File: src/rtl/hazard_pkg.sv
// Shared definitions for the load hazard unit: default register index width,
// the hardwired-zero register index and the counter-width helper.
package hazard_pkg;

    localparam int DEFAULT_REG_ADDR_W = 5;
    localparam int REG_X0             = 0;

    function automatic int clog2(input int value);
        int result;
        int rem;
        result = 32'sd0;
        rem    = value - 32'sd1;
        while (rem > 32'sd0) begin
            result = result + 32'sd1;
            rem    = rem >>> 1;
        end
        return result;
    endfunction

endpackage

File: src/rtl/reg_scoreboard.sv
// Per-register countdown scoreboard: a load allocates its destination, a
// younger ALU write clears it, every live entry counts down once per cycle.
module reg_scoreboard
    import hazard_pkg::*;
#(
    parameter int REG_ADDR_W   = DEFAULT_REG_ADDR_W,
    parameter int LOAD_LATENCY = 1
) (
    input  logic                  clk,
    input  logic                  arst_n,
    input  logic                  i_alloc,
    input  logic                  i_clear,
    input  logic [REG_ADDR_W-1:0] i_wr_addr,
    input  logic [REG_ADDR_W-1:0] i_rd_addr_a,
    input  logic [REG_ADDR_W-1:0] i_rd_addr_b,
    output logic                  o_pending_a,
    output logic                  o_pending_b
);

    localparam int NUM_REGS = 2 ** REG_ADDR_W;
    localparam int CNT_W    = (clog2(LOAD_LATENCY + 1) < 1) ? 1 : clog2(LOAD_LATENCY + 1);
    localparam logic [CNT_W-1:0] CNT_ALLOC = CNT_W'(LOAD_LATENCY - 1);

    logic [CNT_W-1:0] r_cnt [NUM_REGS];

    // Allocation wins over clear, which wins over the free-running decrement.
    always_ff @(posedge clk) begin
        for (int i = 0; i < NUM_REGS; i++) begin
            if (!arst_n) begin
                r_cnt[i] <= '0;
            end else if (i_alloc && (i_wr_addr == REG_ADDR_W'(i))) begin
                r_cnt[i] <= CNT_ALLOC;
            end else if (i_clear && (i_wr_addr == REG_ADDR_W'(i))) begin
                r_cnt[i] <= '0;
            end else if (r_cnt[i] != '0) begin
                r_cnt[i] <= r_cnt[i] - CNT_W'(1);
            end else begin
                r_cnt[i] <= r_cnt[i];
            end
        end
    end

    assign o_pending_a = (r_cnt[i_rd_addr_a] != '0);
    assign o_pending_b = (r_cnt[i_rd_addr_b] != '0);

endmodule

File: src/rtl/load_scoreboard_hazard_unit.sv
// Load-use hazard unit for ID: stalls fetch/decode until a load result in
// flight becomes forwardable, and counts stall cycles.
module load_scoreboard_hazard_unit
    import hazard_pkg::*;
#(
    parameter int REG_ADDR_W   = DEFAULT_REG_ADDR_W,
    parameter int LOAD_LATENCY = 1,
    parameter int STALL_CNT_W  = 32
) (
    input  logic                   clk,
    input  logic                   arst_n,
    input  logic [REG_ADDR_W-1:0]  IF_ID_Rs1,
    input  logic [REG_ADDR_W-1:0]  IF_ID_Rs2,
    input  logic                   IF_ID_uses_rs1,
    input  logic                   IF_ID_uses_rs2,
    input  logic [REG_ADDR_W-1:0]  ID_EX_Rd,
    input  logic                   ID_EX_mem_read,
    input  logic                   ID_EX_reg_write,
    input  logic                   ID_EX_valid,
    input  logic                   flush,
    output logic                   PC_write,
    output logic                   IF_ID_write,
    output logic                   control_write,
    output logic [STALL_CNT_W-1:0] stall_count
);

    localparam logic [REG_ADDR_W-1:0] X0_ADDR = REG_ADDR_W'(REG_X0);

    logic w_load_ex;
    logic w_alu_ex;
    logic w_pending_rs1;
    logic w_pending_rs2;
    logic w_hazard_rs1;
    logic w_hazard_rs2;
    logic w_stall;
    logic w_write_en;
    logic [STALL_CNT_W-1:0] r_stall_count;

    reg_scoreboard #(
        .REG_ADDR_W   (REG_ADDR_W),
        .LOAD_LATENCY (LOAD_LATENCY)
    ) u_scoreboard (
        .clk         (clk),
        .arst_n      (arst_n),
        .i_alloc     (w_load_ex),
        .i_clear     (w_alu_ex),
        .i_wr_addr   (ID_EX_Rd),
        .i_rd_addr_a (IF_ID_Rs1),
        .i_rd_addr_b (IF_ID_Rs2),
        .o_pending_a (w_pending_rs1),
        .o_pending_b (w_pending_rs2)
    );

    // Classify EX and detect same-cycle or scoreboarded dependences; flush only masks the stall.
    always_comb begin
        w_load_ex    = ID_EX_valid & ID_EX_mem_read & ID_EX_reg_write & (ID_EX_Rd != X0_ADDR);
        w_alu_ex     = ID_EX_valid & ~ID_EX_mem_read & ID_EX_reg_write & (ID_EX_Rd != X0_ADDR);
        w_hazard_rs1 = IF_ID_uses_rs1 & (IF_ID_Rs1 != X0_ADDR)
                     & ((w_load_ex & (ID_EX_Rd == IF_ID_Rs1)) | w_pending_rs1);
        w_hazard_rs2 = IF_ID_uses_rs2 & (IF_ID_Rs2 != X0_ADDR)
                     & ((w_load_ex & (ID_EX_Rd == IF_ID_Rs2)) | w_pending_rs2);
        w_stall      = ~flush & (w_hazard_rs1 | w_hazard_rs2);
        // Reset low releases any stall immediately, even before the clearing edge.
        w_write_en   = ~(w_stall & arst_n);
    end

    // Saturating count of stall cycles.
    always_ff @(posedge clk) begin
        if (!arst_n) begin
            r_stall_count <= '0;
        end else if (w_stall && (r_stall_count != {STALL_CNT_W{1'b1}})) begin
            r_stall_count <= r_stall_count + STALL_CNT_W'(1);
        end else begin
            r_stall_count <= r_stall_count;
        end
    end

    assign PC_write      = w_write_en;
    assign IF_ID_write   = w_write_en;
    assign control_write = w_write_en;
    assign stall_count   = r_stall_count;

endmodule

File: config.mk
export PLATFORM = sky130hd
export DESIGN_NAME = load_scoreboard_hazard_unit
export DESIGN_NICKNAME = d
export VERILOG_FILES = /design/src/rtl/hazard_pkg.sv /design/src/rtl/reg_scoreboard.sv /design/src/rtl/load_scoreboard_hazard_unit.sv
export SDC_FILE = /design/constraint.sdc
export NUM_CORES = 1
export LEC_CHECK = 0
export CAP_MARGIN = 20
export CORE_MARGIN = 2
export CORE_UTILIZATION = 37
export DETAILED_ROUTE_END_ITERATION = 12
export PLACE_DENSITY = 0.6
export SYNTH_ARGS = -nofsm -noshare
export SYNTH_HDL_FRONTEND = slang
export SYNTH_HIERARCHICAL = 1
export SYNTH_SLANG_ARGS = --single-unit
File: constraint.sdc
create_clock -name clk -period 2.95 [get_ports clk]
set_clock_uncertainty 0.15 [all_clocks]
set_input_delay 0.59 -clock clk [delete_from_list [all_inputs] [get_ports clk]]
set_output_delay 0.59 -clock clk [all_outputs]
set_load 0.01 [all_outputs]
==> flow_metrics.env <==
export IMPL_outcome="finished with violations"
export IMPL_violations="setup timing"
export IMPL_postRouteWirelength_um=11520
export IMPL_cts_tree="yes"
export IMPL_start_util_pct=37.47
export IMPL_wl_per_cell_um=16.08
export IMPL_yosysSeqAreaShare_pct=39.78
export IMPL_cts_buffers=9
export IMPL_row_count=38
export IMPL_min_to="stall_count[21]$_SDFFE_PN0P_"
export IMPL_layout_min_cycle_time_ns=3.058
export IMPL_cp_max_fo=8
export IMPL_synth_compound_area_share_pct=15.35
export IMPL_grt_pass1_vias=3562
export IMPL_swShare_pct=27.20
export IMPL_port_buffers=57
export IMPL_gp_congestion=0.8435
export IMPL_drive_gt1_share_pct=19.62
export IMPL_setup_viol=3
export IMPL_ys_types=51
export IMPL_die_h_um=108.3
export IMPL_via_per_inst=5.190
export IMPL_async_flop_share_pct=0
export IMPL_synthCells=432
export IMPL_powerDensity_nw_per_um2=373.3
export IMPL_grt_max_degree=49
export IMPL_critPathLaunch="IF_ID_Rs1[1]"
export IMPL_fin_setup_tns_ns=-0.3226
export IMPL_fin_hold_ws_ns=0.3510
export IMPL_vdd_drop_max_mv=0.2377
export IMPL_pre_cts_slack_ns=-1.009
export IMPL_cts_htree_levels=3
export IMPL_fin_ws_ns=-0.1081
export IMPL_ant_nets=0
export IMPL_power_leakage_nw=2.060
export IMPL_insertion_delay_ns=0.34
export IMPL_post_synth_xor_area_fraction_pct=2.393
export IMPL_r2r_start="u_scoreboard/r_cnt[21]$_DFFE_PP_"
export IMPL_crit_required_ns=2.21
export IMPL_antenna_found_initial=0
export IMPL_ff2ff_path_depth=15
export IMPL_netlist_area_um2=4026
export IMPL_fmax_mhz=327.0
export IMPL_hold_viol=0
export IMPL_crit_type="in -> out"
export IMPL_p_sw_mw=0.5523
export IMPL_grt_pass1_wl_um=18030
export IMPL_worst_r2r_endpoint="stall_count[2]$_SDFFE_PN0P_"
export IMPL_yosys_area_share_adder_pct=0.3108
export IMPL_fill_cells=1064
export IMPL_hold_path_class="reg -> reg"
export IMPL_whs_path_depth=2
export IMPL_ff2ff_setup_slack_ns=0.11
export IMPL_finalNetCount=595
export IMPL_clockRootBuffer="clkbuf_8"
export IMPL_p_comb_share_pct=17.6
export IMPL_synth_top_family_by_area="simple AND/OR/NAND/NOR gates"
export IMPL_ioPinCount=58
export IMPL_hpwl_um=8232
export IMPL_drc_errors=0
export IMPL_core_um2=10750
export IMPL_dr_pass1_iters=4
export IMPL_ctsLongestPathBuffers=2
export IMPL_die_w_um=108.3
export IMPL_ys_seq_elements=64
export IMPL_syn_to_final_growth_pct=35.08
export IMPL_yosys_area_share_simple_pct=27.56
export IMPL_cts_sinks=64
export IMPL_finalCritPeriodShare_pct=103.7
export IMPL_grt_ovfl_total=0
export IMPL_cp_end_kind="output pin"
export IMPL_holdCritStartpoint="stall_count[21]$_SDFFE_PN0P_"
export IMPL_synth_mux_area_share_pct=9.447
export IMPL_max_cap_violations=0
export IMPL_critPathLaunchType="primary input"
export IMPL_num_vias=3716
export IMPL_arrival_ns=2.32
export IMPL_drt_initial_drc_count=229
export IMPL_yosysWarningCount=6
export IMPL_avgSynthCellArea_um2=9.320
export IMPL_synth_flop_cell="edfxtp_1"
export IMPL_seq_area_um2=1602
export IMPL_internal_power_mw=1.478
export IMPL_synth_enable_flop_cells=32
export IMPL_seq_power_share_pct=49.7
export IMPL_p_total_mw=2.030
export IMPL_multi_input_area_um2=2407
export IMPL_diodes=0
export IMPL_rsz0062_at_grt="true"
export IMPL_clk_pin_slew_ns=0.07
export IMPL_slew_viol_final=0
export IMPL_dieArea_um2=11730
export IMPL_grt_total_usage_pct=19.85
export IMPL_clkPwrFrac_pct=32.7
[layer usage]
layer	track usage, %	vias up	wire, µm	part of all wire [%]
li1	-	1859	-	-
met1	26.95	1755	5475	48
met2	31.36	89	5253	46
met3	3.918	13	554	4.8
met4	7.234	0	231	2.0
met5	0	-	0	0
[metrics by stage]
step	utilization [%]	cell area (µm²)	std cells
6_report	50.62	5439	716
5_1_grt	50.62	5439	716
4_1_cts	50.01	5374	712
3_5_place_dp	47.62	5117	691
3_3_place_gp	47.62	5117	691
2_1_floorplan	-	4143	463
[what timing repair did]
item / in CTS / in global routing
gates cloned: 1 / 1
gates resized for setup: 69 / 10
pin swaps: 17 / 7
hold buffers: 0 / 0
setup buffers: 4 / 3
setup endpoints to repair: 36 / 27
[cell usage after synthesis (all sizes together), types with 3 or more instances]
library cell	n	area share, %
buf	13	3.8
a21oi	29	3.6
nand2b	9	1.4
clkbuf	10	0.93
nand3	30	4.0
inv	4	0.37
nand4	8	1.7
nor2	17	1.6
dfxtp	32	16
nand3b	4	0.75
a22oi	8	1.5
nor3	7	1.1
o31ai	10	1.9
nor4	3	0.84
nor2b	35	5.4
or4	12	2.2
or3	14	2.2
mux2i	38	9.4
edfxtp	32	24
nand2	31	3.1
o21ai	43	5.3
and3	6	1.1
o211ai	4	0.75
xor2	9	2.0
or3b	3	0.65
[kinds of logic after synthesis]
family / Yosys count
adder cells (fa/ha/maj): 1
XOR/XNOR: 11
AND/OR/NAND/NOR: 187
AO/OA/AOI/OAI: 103
other: 1
buffers and inverters: 27
flip-flops: 64
multiplexers: 38
[sequential cells by signal, indices dropped and copies added (netlist names)]
name,count
u_scoreboard/r_cnt,32
stall_count,32
[power groups by stage]
stage          sequential, mW  combinational, mW  clock [mW]
2_1_floorplan            1.01              0.186           0
3_3_place_gp             1.03              0.310           0
3_5_place_dp             1.03              0.317           0
4_1_cts                  1.01              0.332       0.687
5_1_grt                  1.01              0.391       0.721
6_report                 1.01              0.357       0.665
[worst max-delay path, cell delays in order]
cell and delay, ns:
buf_8 0.08, buf_12 0.13, mux2i_2 0.25, a21oi_1 0.09, nand3_1 0.07, nand2_1 0.07, a311o_1 0.32, a32o_2 0.28
a21o_1 0.19, nand2_2 0.12, buf_6 0.12
[placed cells by master (no fill, tap or decap), drive strengths merged, types with 4 or more instances in the layout]
cell | Yosys | routed
conb | 1 | 32
mux2i | 38 | 38
nor3 | 7 | 7
nand3 | 30 | 30
nand4 | 8 | 8
o31ai | 10 | 10
o211ai | 4 | 4
a21oi | 29 | 29
o21ai | 43 | 43
edfxtp | 32 | 32
nor2b | 35 | 35
or3 | 14 | 14
nand2 | 31 | 32
buf | 13 | 71
dlygate4sd2 | 0 | 7
and3 | 6 | 6
inv | 4 | 5
or4 | 12 | 12
clkbuf | 10 | 12
nor2 | 17 | 17
nand3b | 4 | 4
clkdlybuf4s50 | 0 | 40
a22oi | 8 | 8
nand2b | 9 | 9
xor2 | 9 | 9
dfxtp | 32 | 32
[worst max-delay path by stage]
stage          depth (start not counted)            end  slack, ns
5_1_grt                               11    IF_ID_write      -0.20
6_report                              11       PC_write      -0.11
3_5_place_dp                          11  control_write      -1.01
2_1_floorplan                         11       PC_write       0.05
4_1_cts                               11  control_write      -0.09
3_3_place_gp                          11    IF_ID_write      -0.94
[area by class of cell]
cell class,instances,area share (%)
clock inverter,4,0.3681
clock buffer,12,2.669
inverter,4,0.2761
multi-input combinational,373,44.26
sequential,64,29.45
tap,140,3.221
timing repair buffer,119,19.76
Power figures use the tool's default switching activity.
==> patch, RTL diff (same flow settings) <==
The package constant `REG_X0` goes from 0 to 1.
--- a/src/rtl/hazard_pkg.sv
+++ b/src/rtl/hazard_pkg.sv
@@ -3,7 +3,7 @@
 package hazard_pkg;
 
     localparam int DEFAULT_REG_ADDR_W = 5;
-    localparam int REG_X0             = 0;
+    localparam int REG_X0             = 1;
 
     function automatic int clog2(input int value);
         int result;
Check against the original RTL: not equivalent (a bounded check fails within 4 cycles, from zero or initial values and one cycle with arst_n low).
==> patch against the original RTL <==
The flow still finishes with violations (setup timing). Sequential cell count is the same. Power grew 8.1%. Wire length shrank 2.7%. Sequential share of layout area shrank 0.39 points. Worst hold slack lost 13 ps. Highest routed layer unchanged. Setup slack gained 30 ps. Die area grew 0.43%. Area after synthesis grew 0.44%. Sequential power is essentially flat. Cell area grew 1.3%. Global-route usage shrank 0.65 points.
==> patch: results (changes against the original RTL) <==
global_routing:
  met1_usage_pct: 27.6  # +0.67 points
  grt_pass1_vias: 3516  # -1.3%
  use_met3_pct: 2.47  # -1.4 points
  track_usage_pct: 19.2  # -0.65 points
  grt_first_pass_wirelength_mm: 17.7  # -1.9%
  antenna_found_initial: 0  # unchanged
  grt_start_max_net_pins: 46  # -6.1%
  met2_usage_pct: 29.4  # -2.0 points
power:
  leakagePower_nw: 2.08  # +1.0%
  switching_share_pct: 26.4  # -0.80 points
  vdd_drop_max_v: 0.000177  # -25%
  clkPwrFrac_pct: 37.9  # +5.2 points
setup_path:
  cp_max_fo: 8  # unchanged
  critical_path.top_delay_family: "compound AO/OA/AOI/OAI gates"
  worst_path_largest_cell_delay_ps: 350  # +30 ps
  crit_slowest_cell: "a311o_1"
  crit_arrival_ps: 2290  # -30 ps
synth:
  synth_edf_count: 32  # unchanged
  synthArstFlopShare_pct: 0  # unchanged
  yosys_most_used_dff: "edfxtp_1"
  synth.distinct_cells: 59  # +16%
  ys_seq_area_share_pct: 39.6  # -0.17 points
  synthTopCellsByCount: "mux2i_1, nor2b_1, o21ai_0"
  yosys-top-cells-area: "edfxtp_1, dfxtp_1, mux2i_1, nor2b_1, o21ai_0"
  synthMostInstantiatedCell: "mux2i_1"
place:
  preCtsSetupSlack_ps: -989  # +20.1 ps
  place_congestion: 0.926  # +9.7%
  port_buffers: 57  # unchanged
  place_area_um2: 5140  # +0.42%
  dp_hpwl_mm: 7.97  # -3.1%
sta:
  finalSetupTns_ps: -229  # +93.5 ps
  final.setup.worst_slack_ps: -77.6  # +30.5 ps
  setup_viol: 3  # unchanged
cts:
  worstSkewPairLatency_ps: 340  # about the same
  numCtsBuffers: 9  # unchanged
  clk_pin_slew_ps: 80
  root_buffer: "clkbuf_8"
  cts_buffer_depth: 2  # unchanged
  htreeDepth: 3  # unchanged
cells_and_area:
  drive_above_1_share_pct: 19.5  # -0.11 points
  n_antenna_cell: 0  # unchanged
  fin_nets: 593  # -0.34%
outcome:
  violations: "setup timing"
  outcome: "finished, violations left"
drt:
  first_pass_iters: 5  # +1
  drt-initial-drc-count: 224  # -2.2%
  wl_mm: 11.2  # -2.7%
  vias: 3804  # +2.4%
min_path:
  hold_class: "flop to flop"
==> patch: logic make-up after synthesis <==
family                     after synthesis  share of synthesized area, %
and+or+nand+nor                        184                          27.1
buffers and inverters                   26                          5.11
other                                    1                        0.0927
DFF                                     64                          39.6
AOI/OAI and AO/OA                      107                          16.2
adders and majority gates                1                         0.309
muxes                                   37                          9.16
xor gates and xnor gates                11                          2.38
==> patch: stage by stage <==
stage / total power, W / std cells / utilization, % / hold slack [ps]
finish: 0.00220 / 714 / 51.3 / 338
global route: 0.00228 / 714 / 51.3 / 364
CTS: 0.00219 / 710 / 50.7 / 342
detailed placement: 0.00135 / 688 / 47.8 / 329
global placement: 0.00134 / 688 / 47.8 / 309
floorplan: 0.00120 / 462 / - / 341
==> patch: cell type report <==
type,count,area [um^2]
well taps,140,175
multi-input cells,374,2420
inverters,3,11.3
clock inverters,4,26.3
clock buffers,12,199
fillers,1015,5230
repair buffers,117,1080
flip-flops and latches,64,1600
==> patch: repair_timing <==
item / 4_1_cts / 5_1_grt
gates cloned: 2 / 2
gates resized for setup: 59 / 12
hold endpoints to repair: 0 / 0
setup endpoints to repair: 34 / 37
pin swaps: 6 / 8
setup buffers: 4 / 2
==> patch: path summary, 6_finish.rpt <==
path                                                       start                           end  slack [ps]  cells past startpoint
worst max-delay path                                IF_ID_Rs1[1]                 control_write         -80                     11
worst min-delay path                stall_count[17]$_SDFFE_PN0P_  stall_count[17]$_SDFFE_PN0P_         340                      2
worst max register to register  u_scoreboard/r_cnt[17]$_DFFE_PP_  stall_count[23]$_SDFFE_PN0P_         190                     11
worst min register to register      stall_count[17]$_SDFFE_PN0P_  stall_count[17]$_SDFFE_PN0P_         340                      2
==> patch: per-layer routing <==
layer  share of wire, %  routed length, um
met2                 44               4970
met4                2.2                246
met5                  0                  0
met3                3.5                387
met1                 50               5600
